[src/rtl/ap_prof_pkg.sv]
// rtl/ap_prof_pkg.sv - shared types and widths for the transaction profiler
// Purpose: capture FSM state enum, profile record layout and default field widths.
// Ports: none (package).
package ap_prof_pkg;

  localparam int DEF_CNT_W  = 32;
  localparam int DEF_ITER_W = 16;
  localparam int DEF_TXN_W  = 16;
  localparam int REC_W      = DEF_TXN_W + 2 * DEF_CNT_W + DEF_ITER_W;

  typedef enum logic [1:0] {
    IDLE  = 2'd0,
    RUN   = 2'd1,
    DRAIN = 2'd2
  } state_t;

  // Field order matches rec_data, MSB first.
  typedef struct packed {
    logic [DEF_TXN_W-1:0]  txn_id;
    logic [DEF_CNT_W-1:0]  start_cycle;
    logic [DEF_CNT_W-1:0]  latency;
    logic [DEF_ITER_W-1:0] iters;
  } prof_rec_t;

endpackage

[src/rtl/ap_txn_profiler_if.sv]
// rtl/ap_txn_profiler_if.sv - ap_ctrl_hs tap plus record stream bundle
// Purpose: groups the core handshake taps and the record output stream.
// Ports (slave = profiler side):
//   ap_start, ap_ready, ap_done, cur_state : core taps into the profiler
//   rec_valid, rec_data                    : record stream out of the profiler
//   rec_ready                              : consumer backpressure
interface ap_txn_profiler_if
  import ap_prof_pkg::*;
#(
  parameter int NUM_STATES = 6,
  parameter int RW         = REC_W
);
  logic                  ap_start;
  logic                  ap_ready;
  logic                  ap_done;
  logic [NUM_STATES-1:0] cur_state;
  logic                  rec_valid;
  logic                  rec_ready;
  logic [RW-1:0]         rec_data;

  modport slave (
    input  ap_start, ap_ready, ap_done, cur_state, rec_ready,
    output rec_valid, rec_data
  );

  modport master (
    output ap_start, ap_ready, ap_done, cur_state, rec_ready,
    input  rec_valid, rec_data
  );
endinterface

[src/rtl/ap_prof_fifo.sv]
// rtl/ap_prof_fifo.sv - first-word-fall-through record FIFO
// Purpose: buffers profile records; accepts a push while full if a pop happens
//          in the same cycle.
// Ports:
//   clock, reset       : clock, async active-high reset
//   push, wdata        : write request and record
//   rd_ready           : consumer accepts the head record
//   rd_valid, rd_data  : head record (rd_data reads 0 while empty)
//   drop               : pulse, a push was rejected because the FIFO was full
module ap_prof_fifo #(
  parameter int DEPTH = 8,
  parameter int REC_W = 96
) (
  input  logic             clock,
  input  logic             reset,
  input  logic             push,
  input  logic [REC_W-1:0] wdata,
  input  logic             rd_ready,
  output logic             rd_valid,
  output logic [REC_W-1:0] rd_data,
  output logic             drop
);
  localparam int AW = $clog2(DEPTH);

  logic [REC_W-1:0] mem [DEPTH];
  // Extra MSB distinguishes full from empty when the index bits match.
  logic [AW:0] wr_ptr;
  logic [AW:0] rd_ptr;
  logic        empty;
  logic        full;
  logic        pop;
  logic        accept;

  assign empty    = (wr_ptr == rd_ptr);
  assign full     = (wr_ptr[AW] != rd_ptr[AW]) && (wr_ptr[AW-1:0] == rd_ptr[AW-1:0]);
  assign pop      = !empty && rd_ready;
  assign accept   = push && (!full || pop);
  assign drop     = push && !accept;
  assign rd_valid = !empty;
  assign rd_data  = empty ? '0 : mem[rd_ptr[AW-1:0]];

  always_ff @(posedge clock or posedge reset) begin
    if (reset) begin
      wr_ptr <= '0;
      rd_ptr <= '0;
    end else begin
      if (accept) wr_ptr <= wr_ptr + 1'b1;
      if (pop)    rd_ptr <= rd_ptr + 1'b1;
    end
  end

  // When full with a pop, the write lands in the slot being read out this
  // cycle; the read side sees the old entry combinationally before the edge.
  always_ff @(posedge clock) begin
    if (accept) mem[wr_ptr[AW-1:0]] <= wdata;
  end
endmodule

[src/rtl/ap_txn_profiler.sv]
// rtl/ap_txn_profiler.sv - per-transaction latency/iteration profiler for ap_ctrl_hs cores
// Purpose: builds {txn_id, start_cycle, latency, iters} per transaction and
//          streams the records out through a FWFT FIFO.
// Ports:
//   clock, reset : clock, async active-high reset
//   bus          : ap_start/ap_ready/ap_done/cur_state taps, rec_* stream
//   finish       : stop capturing and drain
//   overflow     : sticky, a record was dropped
//   proto_err    : sticky, handshake violation seen
//   busy         : transaction in flight
//   drain_done   : finish seen and FIFO empty
module ap_txn_profiler
  import ap_prof_pkg::*;
#(
  parameter int NUM_STATES   = 6,
  parameter int ITER_END_IDX = 5,
  parameter int CNT_W        = DEF_CNT_W,
  parameter int ITER_W       = DEF_ITER_W,
  parameter int TXN_W        = DEF_TXN_W,
  parameter int DEPTH        = 8
) (
  input  logic              clock,
  input  logic              reset,
  ap_txn_profiler_if.slave  bus,
  input  logic              finish,
  output logic              overflow,
  output logic              proto_err,
  output logic              busy,
  output logic              drain_done
);
  localparam int RW = TXN_W + 2 * CNT_W + ITER_W;

  state_t            state;
  logic [CNT_W-1:0]  cycle_cnt;
  logic [CNT_W-1:0]  start_cycle;
  logic [ITER_W-1:0] iters;
  logic [TXN_W-1:0]  txn_id;
  logic              iter_q;

  logic              rise;
  logic [ITER_W-1:0] iters_inc;
  logic              push;
  logic              drop;
  logic [CNT_W-1:0]  rec_start;
  logic [CNT_W-1:0]  rec_lat;
  logic [ITER_W-1:0] rec_iters;
  logic [RW-1:0]     rec_in;

  always_comb begin
    rise      = bus.cur_state[ITER_END_IDX] & ~iter_q;
    iters_inc = (rise && (iters != '1)) ? iters + ITER_W'(1) : iters;

    // finish wins over a coincident ap_done: nothing is captured that cycle.
    push = 1'b0;
    if (!finish) begin
      if (state == IDLE)     push = bus.ap_start & bus.ap_done;
      else if (state == RUN) push = bus.ap_done;
    end

    // A start+done in IDLE is a one-cycle transaction starting right now.
    rec_start = (state == RUN) ? start_cycle : cycle_cnt;
    rec_iters = (state == RUN) ? iters_inc : '0;
    rec_lat   = cycle_cnt - rec_start + CNT_W'(1);
    rec_in    = {txn_id, rec_start, rec_lat, rec_iters};
  end

  always_ff @(posedge clock or posedge reset) begin
    if (reset) begin
      state       <= IDLE;
      cycle_cnt   <= '0;
      start_cycle <= '0;
      iters       <= '0;
      txn_id      <= '0;
      iter_q      <= 1'b0;
      overflow    <= 1'b0;
      proto_err   <= 1'b0;
      busy        <= 1'b0;
    end else begin
      cycle_cnt <= cycle_cnt + CNT_W'(1);
      iter_q    <= bus.cur_state[ITER_END_IDX];
      if (drop) overflow <= 1'b1;
      // Dropped records still consume an id so gaps reveal the loss.
      if (push) txn_id <= txn_id + TXN_W'(1);

      if (finish) begin
        state <= DRAIN;
        busy  <= 1'b0;
      end else begin
        case (state)
          IDLE: begin
            if (bus.ap_start && !bus.ap_done) begin
              state       <= RUN;
              busy        <= 1'b1;
              start_cycle <= cycle_cnt;
              iters       <= '0;
            end else if (bus.ap_done && !bus.ap_start) begin
              proto_err <= 1'b1;
            end
          end
          RUN: begin
            iters <= iters_inc;
            if (bus.ap_ready && !bus.ap_start) proto_err <= 1'b1;
            if (bus.ap_done) begin
              if (bus.ap_start) begin
                // Back-to-back: the next transaction starts on the following cycle.
                start_cycle <= cycle_cnt + CNT_W'(1);
                iters       <= '0;
              end else begin
                state <= IDLE;
                busy  <= 1'b0;
              end
            end
          end
          default: ;
        endcase
      end
    end
  end

  logic fifo_valid;

  ap_prof_fifo #(
    .DEPTH (DEPTH),
    .REC_W (RW)
  ) u_fifo (
    .clock    (clock),
    .reset    (reset),
    .push     (push),
    .wdata    (rec_in),
    .rd_ready (bus.rec_ready),
    .rd_valid (fifo_valid),
    .rd_data  (bus.rec_data),
    .drop     (drop)
  );

  assign bus.rec_valid = fifo_valid;
  assign drain_done    = (state == DRAIN) && !fifo_valid;
endmodule

[src/flat_wrapper.sv]
// flat-port wrapper written by rule: the top's interface ports become plain ports
module ap_txn_profiler_flat import ap_prof_pkg::*;
#(
  parameter int NUM_STATES   = 6,
  parameter int ITER_END_IDX = 5,
  parameter int CNT_W        = DEF_CNT_W,
  parameter int ITER_W       = DEF_ITER_W,
  parameter int TXN_W        = DEF_TXN_W,
  parameter int DEPTH        = 8
)
  (clock, reset, finish, overflow, proto_err, busy, drain_done, bus_ap_start, bus_ap_ready, bus_ap_done, bus_cur_state, bus_rec_ready, bus_rec_valid, bus_rec_data);
  ap_txn_profiler_if #(.NUM_STATES(NUM_STATES)) bus_i ();
  input  logic clock;
  input  logic reset;
  input  logic finish;
  output logic overflow;
  output logic proto_err;
  output logic busy;
  output logic drain_done;
  input wire logic [$bits(bus_i.ap_start)-1:0] bus_ap_start;
  input wire logic [$bits(bus_i.ap_ready)-1:0] bus_ap_ready;
  input wire logic [$bits(bus_i.ap_done)-1:0] bus_ap_done;
  input wire logic [$bits(bus_i.cur_state)-1:0] bus_cur_state;
  input wire logic [$bits(bus_i.rec_ready)-1:0] bus_rec_ready;
  output wire logic [$bits(bus_i.rec_valid)-1:0] bus_rec_valid;
  output wire logic [$bits(bus_i.rec_data)-1:0] bus_rec_data;
  assign bus_i.ap_start = bus_ap_start;
  assign bus_i.ap_ready = bus_ap_ready;
  assign bus_i.ap_done = bus_ap_done;
  assign bus_i.cur_state = bus_cur_state;
  assign bus_i.rec_ready = bus_rec_ready;
  assign bus_rec_valid = bus_i.rec_valid;
  assign bus_rec_data = bus_i.rec_data;
  ap_txn_profiler #(.NUM_STATES(NUM_STATES), .ITER_END_IDX(ITER_END_IDX), .CNT_W(CNT_W), .ITER_W(ITER_W), .TXN_W(TXN_W), .DEPTH(DEPTH)) u_core (.clock(clock), .reset(reset), .bus(bus_i), .finish(finish), .overflow(overflow), .proto_err(proto_err), .busy(busy), .drain_done(drain_done));
endmodule
[config.mk]
export PLATFORM = sky130hd
export DESIGN_NAME = ap_txn_profiler_flat
export DESIGN_NICKNAME = d
export VERILOG_FILES = /design/src/rtl/ap_prof_pkg.sv /design/src/rtl/ap_txn_profiler_if.sv /design/src/rtl/ap_prof_fifo.sv /design/src/rtl/ap_txn_profiler.sv /design/src/flat_wrapper.sv
export SDC_FILE = /design/constraint.sdc
export NUM_CORES = 1
export LEC_CHECK = 0
export CORE_MARGIN = 2
export CORE_UTILIZATION = 55
export DETAILED_ROUTE_END_ITERATION = 6
export PLACE_DENSITY = 0.75
export SYNTH_ARGS = -nofsm -noshare
export SYNTH_HDL_FRONTEND = slang
export SYNTH_SLANG_ARGS = --single-unit
[constraint.sdc]
create_clock -name clock -period 9.6 [get_ports clock]
set_input_delay 1.92 -clock clock [delete_from_list [all_inputs] [get_ports clock]]
set_output_delay 1.92 -clock clock [all_outputs]
set_load 0.01 [all_outputs]
# Yosys cells after proc, flatten, opt, wreduce, memory -nomap -nowiden
# Memories as Yosys holds them, arrays and structs flattened.
# Cells that the tools add are included.
# word_totals
register_bits,110
ramBits,768
input_bits,13
out_inout_bits,101
elab_cells,91
memories,1
# op_classes
addsub,7
n_eq_ne,15
mux,31
bitwise,4
n_reduce_logical,22
# mem_list
name,depth,width,rd,rd_clocked_by_memory_dff,wr,line_no,rtl
u_core.u_fifo.mem,8,96,1,0,1,ap_prof_fifo.sv:25,logic [REC_W-1:0] mem [DEPTH];
# ops
cell,n
two-way mux 32 bit,4
two-way mux 96 bit,1
two-way mux 16 bit,5
adder 32 x 1 -> 32 bit (second input constant),2
case mux 32 bit (2 select lines),1
adder 16 x 1 -> 16 bit (second input constant),2
case mux 16 bit (2 select lines),1
subtractor 32 bit,1
!= test 16 bit (second input constant),1
two-way mux 1 bit,12
!= test 2 bit (second input constant),6
AND reduction 5 bit,2
logical AND 1 bit,9
!= test 3 bit (second input constant),3
adder 4 x 1 -> 4 bit (second input constant),2
two-way mux 2 bit,4
zero test 1 bit,5
equality test 4 bit,1
case mux 1 bit (2 select lines),2
case mux 2 bit (2 select lines),1
AND reduction 4 bit,1
equality test 3 bit,1
AND reduction 3 bit,1
nonzero test 3 bit,1
8 further kinds,10

# Depth between registers and ports, before layout
# depth
depth_word,7
ltp_mapped,18

# Hierarchy
# From an unflattened synthesis, not the netlist that was laid out.
# hier_totals
cells_unflattened,2133
hier_area_um2,36993.0
# modules_own_cells
module,n_inst,cells_each,area_per_inst_um2
ap_prof_fifo,1,1273,29542.1
ap_txn_profiler,1,860,7450.9

# Least setup slack after synthesis
# Ideal clock, no wire load.
# synth_path
path_kind,input to register
from,input port finish
to,memory u_core.u_fifo.mem[1][0] (enable)
setup_time_ns,0.688
arrival_time_ns,9.873
t_required_ns,8.912
setup_slack_ns,-0.961
path_stages,7
n_path_buf,2
path_cell_list,nor2_1 > o211a_1 > buf_2 > and2_1 > clkbuf_1 > nand2b_1 > nor3b_1
# synth_between
elab_chain_cells,4
# synth_rtl
item,line_no,rtl
start: declaration,flat_wrapper.sv:15,input logic finish;
two-way mux 1 bit,ap_txn_profiler.sv:55,if (!finish) begin
logical AND 1 bit,ap_prof_fifo.sv:37,assign accept = push && (!full || pop);
two-way mux 1 bit,ap_prof_fifo.sv:55,if (accept) mem[wr_ptr[AW-1:0]] <= wdata;
two-way mux 1 bit (implied by the code),ap_prof_fifo.sv:55,
end: declaration,ap_prof_fifo.sv:25,
# No other way between the ends.

# Worst setup path after layout
# layout_path
from,register u_core.u_fifo.rd_ptr[2]
to,output port bus_rec_data[32]
# layout_between
elab_chain_cells,2
word_cells_on_any_way,3
classes_between,eq/ne (1); mux (1); memory (1)
# layout_rtl
item,line_no,rtl
start: declaration,ap_prof_fifo.sv:28,logic [AW:0] rd_ptr;
start signal: assignment,ap_prof_fifo.sv:48,if (pop) rd_ptr <= rd_ptr + 1'b1;
memory (8 x 96 bit) / equality test 4 bit (equally long branches),n/a,
two-way mux 96 bit *,ap_prof_fifo.sv:40,assign rd_data = empty ? '0 : mem[rd_ptr[AW-1:0]];
end: declaration,flat_wrapper.sv:26,output wire logic [$bits(bus_i.rec_data)-1:0] bus_rec_data;
# Every way passes the cells marked *; elsewhere a longest branch is shown, timed or not.

==> key figures <==
Job
  – Max_cap viols: 0

Finish
  – Most common cell after layout, fill and taps aside: sky130_fd_sc_hd__edfxtp_1
  – Number of fill cells in the layout: 4589
  – Net total in the final layout: 2340
  – Sequential standard cell area: 25800 µm²
  – Most frequent cells in the layout: 768 x sky130_fd_sc_hd__edfxtp_1, 192 x sky130_fd_sc_hd__mux4_2, 170 x sky130_fd_sc_hd__nor2_1
  – Fraction of final layout cells sized beyond drive strength 1: 16.5%
  – Final core area utilization: 62.6%
  – Layout overhead on the synthesized area: 13.3%
  – Area used by multi-input combinational logic: 10600 µm²
  – Ant diodes: 0
  – Layout Cells excl Fill: 3204

GRT
  – Global-route wire length before repair: 116000 µm
  – GR Overflow Total: 0
  – Largest net degree at the start of global routing: 150
  – Number of global-route vias before repair: 19900
  – Global-route total usage across every layer: 21.9%
  – Number of antenna violations at the first check in global routing: 1

Worst setup path
  – Critical path type: reg2out
  – Crit path DAT: 4.06 ns
  – Element type at the critical path end: primary output
  – Critical path launch point type: flip-flop
  – Critical-path maximum fanout: 42
  – Endpoint required time on the critical path: 7.68 ns

Die
  – Die W: 263 µm
  – Initial Utilization: 55.3%
  – Number of placement rows: 95
  – Die Y: 263 µm
  – Core area: 66900 µm²
  – Num ports: 114
  – Die footprint: 69300 µm²

STA
  – Unrepaired setup endpoints after global routing: no
  – Maximum clock skew at final layout: 0.0232 ns
  – Final-report max-slew violation count: 0
  – Max frequency: 167 MHz
  – Worst Tran Pin Value: 1.18 ns
  – Shortest clock period the worst path allows after layout: 5.98 ns
  – Setup violations, final: 0
  – Tightest slew margin relative to the limit: 21.6%
  – Final Hold Fails: 0
  – Crit share post-route: 62.3%

Status
  – Result of the run: complete, no violations

Route
  – Wire length after detailed routing: 74500 µm
  – Number of vias in the routed layout: 19100
  – Count of TritonRoute iterations in the first routing pass: 5
  – Number of design-rule violations left by the first detailed-router iteration: 1595
  – Number of routed nets with antenna violations: 0
  – Routed vias/inst: 5.97
  – Routed wire per std cell: 23.2 µm
  – Number of design rule violations left after detail routing: 0

Power
  – Power per standard cell area: 237 nW/µm²
  – Power after layout: 0.00995 W
  – Leakage power: 15.5 nW
  – Maximum resistive drop on vdd: 0.000250 V

Clocking
  – Clock insertion delay at the later pin of the skew report: 0.63 ns
  – Maximum root-to-sink buffer count: 3
  – Clock-pin slew on the worst setup and hold paths: 0.06 ns
  – Quantity of gates resized following cts: 0
  – Inserted Clock Buffers: 87
  – Hold-fix buffer count after cts: 0
  – Number of post-CTS setup repair buffers: 0
  – Clk sinks: 877
  – Cell chosen for the clock root: sky130_fd_sc_hd__clkbuf_16
  – H-Tree Depth: 3
  – CTS tree: built

Yosys
  – Simple-Gate Fraction of Synth Area: 5.12%
  – Largest family of logic cells by synthesized area: multiplexers
  – Sequential area share after synthesis: 69.7%
  – Number of distinct library cell variants in the gate-level netlist after synthesis: 60
  – Area share of xor/xnor cells in the synthesized design: 3.03%
  – Syn avg cell area: 17.3 µm²
  – Net Count, Synth: 2219
  – Asr flop ratio synth: 12.4%
  – EDFF count, synth: 768
  – Post-synthesis register bit count: 877
  – Compound-cell area share of the yosys netlist: 2.92%
  – Number of standard cells after synthesis: 2139
  – Mapped Area: 37000 µm²
  – Most instantiated flip-flop cell in the synthesis netlist: sky130_fd_sc_hd__edfxtp_1
  – Multiplexer fraction of the synthesized cell area: 15.2%
  – Count of yosys warnings during synthesis: 0
  – Adder-Cell Fraction of Synth Area: 2.29%

Worst hold path
  – Tightest Hold Check Type: reg2reg

Place
  – Placed cells: 3044
  – HPWL after DPL: 42300 µm
  – Routability congestion estimate from global placement: 0.912
  – Count of input and output buffers: 108
final timing paths:
kind	from	endpoint	slack, ns	cells past startpoint
setup / recovery	u_core.u_fifo.rd_ptr[2]$_DFFE_PP0P_	bus_rec_data[32]	3.62	5
hold / removal	u_core.start_cycle[15]$_DFFE_PP0P_	u_core.start_cycle[15]$_DFFE_PP0P_	0.48	2
setup reg to reg	u_core.state[0]$_DFFE_PP0P_	u_core.u_fifo.mem[2][43]$_DFFE_PP_	4.27	12
hold reg to reg	u_core.start_cycle[15]$_DFFE_PP0P_	u_core.start_cycle[15]$_DFFE_PP0P_	0.48	2
max in group asynchronous	reset	u_core.start_cycle[13]$_DFFE_PP0P_	6.52	3
min in group asynchronous	reset	u_core.iters[8]$_DFFE_PP0P_	1.70	2
critical path: stages, from the launching register on:
cell                              delay (ns)
sky130_fd_sc_hd__dfrtp_4                0.78
sky130_fd_sc_hd__buf_4                  0.81
sky130_fd_sc_hd__buf_4                  0.73
sky130_fd_sc_hd__mux2i_1                0.16
sky130_fd_sc_hd__nor2_1                 0.24
sky130_fd_sc_hd__clkdlybuf4s50_1        0.59
Yosys cell counts, types with 2 or more instances:
cell type	number	share of area [%]
sky130_fd_sc_hd__o211ai_1	4	0.081
sky130_fd_sc_hd__dfrtp_1	109	7.4
sky130_fd_sc_hd__and2_1	7	0.12
sky130_fd_sc_hd__xor2_1	48	1.1
sky130_fd_sc_hd__a21o_1	11	0.22
sky130_fd_sc_hd__o21ai_1	8	0.11
sky130_fd_sc_hd__xnor2_1	80	1.9
sky130_fd_sc_hd__or3_1	3	0.051
sky130_fd_sc_hd__mux2_2	4	0.12
sky130_fd_sc_hd__o21a_1	6	0.12
sky130_fd_sc_hd__nand3_1	30	0.41
sky130_fd_sc_hd__edfxtp_1	768	62
sky130_fd_sc_hd__or2_2	3	0.051
sky130_fd_sc_hd__and4_1	6	0.14
sky130_fd_sc_hd__o31ai_2	2	0.068
sky130_fd_sc_hd__nor3_2	3	0.081
sky130_fd_sc_hd__nor2b_1	7	0.12
sky130_fd_sc_hd__a211oi_1	7	0.14
sky130_fd_sc_hd__o2111ai_1	2	0.047
sky130_fd_sc_hd__nor2_1	172	1.7
sky130_fd_sc_hd__nor3b_1	8	0.16
sky130_fd_sc_hd__a31oi_1	16	0.27
sky130_fd_sc_hd__buf_2	30	0.41
sky130_fd_sc_hd__o21bai_1	6	0.12
sky130_fd_sc_hd__a211o_1	2	0.047
sky130_fd_sc_hd__nor4_1	2	0.034
sky130_fd_sc_hd__clkbuf_1	59	0.60
sky130_fd_sc_hd__a21oi_1	40	0.54
sky130_fd_sc_hd__inv_1	51	0.52
sky130_fd_sc_hd__buf_1	16	0.16
sky130_fd_sc_hd__mux4_2	192	12
sky130_fd_sc_hd__nor3_1	14	0.19
sky130_fd_sc_hd__nand3b_1	2	0.041
sky130_fd_sc_hd__nand2b_1	5	0.085
sky130_fd_sc_hd__o21ai_0	53	0.72
sky130_fd_sc_hd__nand4_1	13	0.22
sky130_fd_sc_hd__mux2i_1	126	3.4
sky130_fd_sc_hd__and3_1	13	0.22
sky130_fd_sc_hd__nand2_1	120	1.2
sky130_fd_sc_hd__o31ai_1	6	0.12
sky130_fd_sc_hd__ha_1	66	2.2
power breakdown:
group	switching, W	leakage (nW)	internal [W]
Sequential	0.000137	9.07	0.00411
Clock	0.00139	1.38	0.00196
Combinational	0.00107	5.07	0.00128
Total	0.00260	15.5	0.00734
layer usage:
metal	global-route usage, %	wire length [µm]	share of wire, %	vias up
met5	0	0	0	-
met4	5.39	1410	1.9	0
met3	3.08	3390	4.5	103
met2	38.3	39200	53	509
met1	29.4	30500	41	9960
li1	-	-	-	8563
cell type report:
class / count / share of cell area, %
clock buffer: 114 / 5.63
clock inverter: 46 / 1.16
inverter: 51 / 0.463
multi-input combinational: 1105 / 25.4
sequential: 877 / 61.5
tap: 873 / 2.61
timing repair buffer: 138 / 3.24
metrics by stage:
| stage | cell area, µm² | hold slack, ns | worst slack [ns] | setup TNS, ns |
|---|---|---|---|---|
| after floorplan | 37000 | 0.449 | -0.961 | -446.86 |
| after global placement | 39100 | 0.461 | 4.01 | 0 |
| after detailed placement | 39100 | 0.471 | 3.94 | 0 |
| after CTS | 41900 | 0.484 | 3.48 | 0 |
| after global routing | 41900 | 0.506 | 3.32 | 0 |
| final | 41900 | 0.479 | 3.62 | 0 |
registers in the layout, indices dropped and copies added (netlist names):
signal	count
u_core.u_fifo.mem	768
u_core.cycle_cnt	32
u_core.start_cycle	32
u_core.iters	16
u_core.txn_id	16
u_core.u_fifo.rd_ptr	4
u_core.u_fifo.wr_ptr	4
u_core.state	2
u_core.iter_q	1
u_core.overflow	1
u_core.proto_err	1
kinds of logic (layout without fill, tap and decap cells):
kind of cell / Yosys count / after routing
compound gates: 173 / 173
xor+xnor: 128 / 128
fa+ha+maj: 67 / 67
buf+inv: 157 / 349
flops: 877 / 877
mux: 322 / 322
simple gates: 415 / 415
Note: power is estimated with default switching activity, not from simulation.
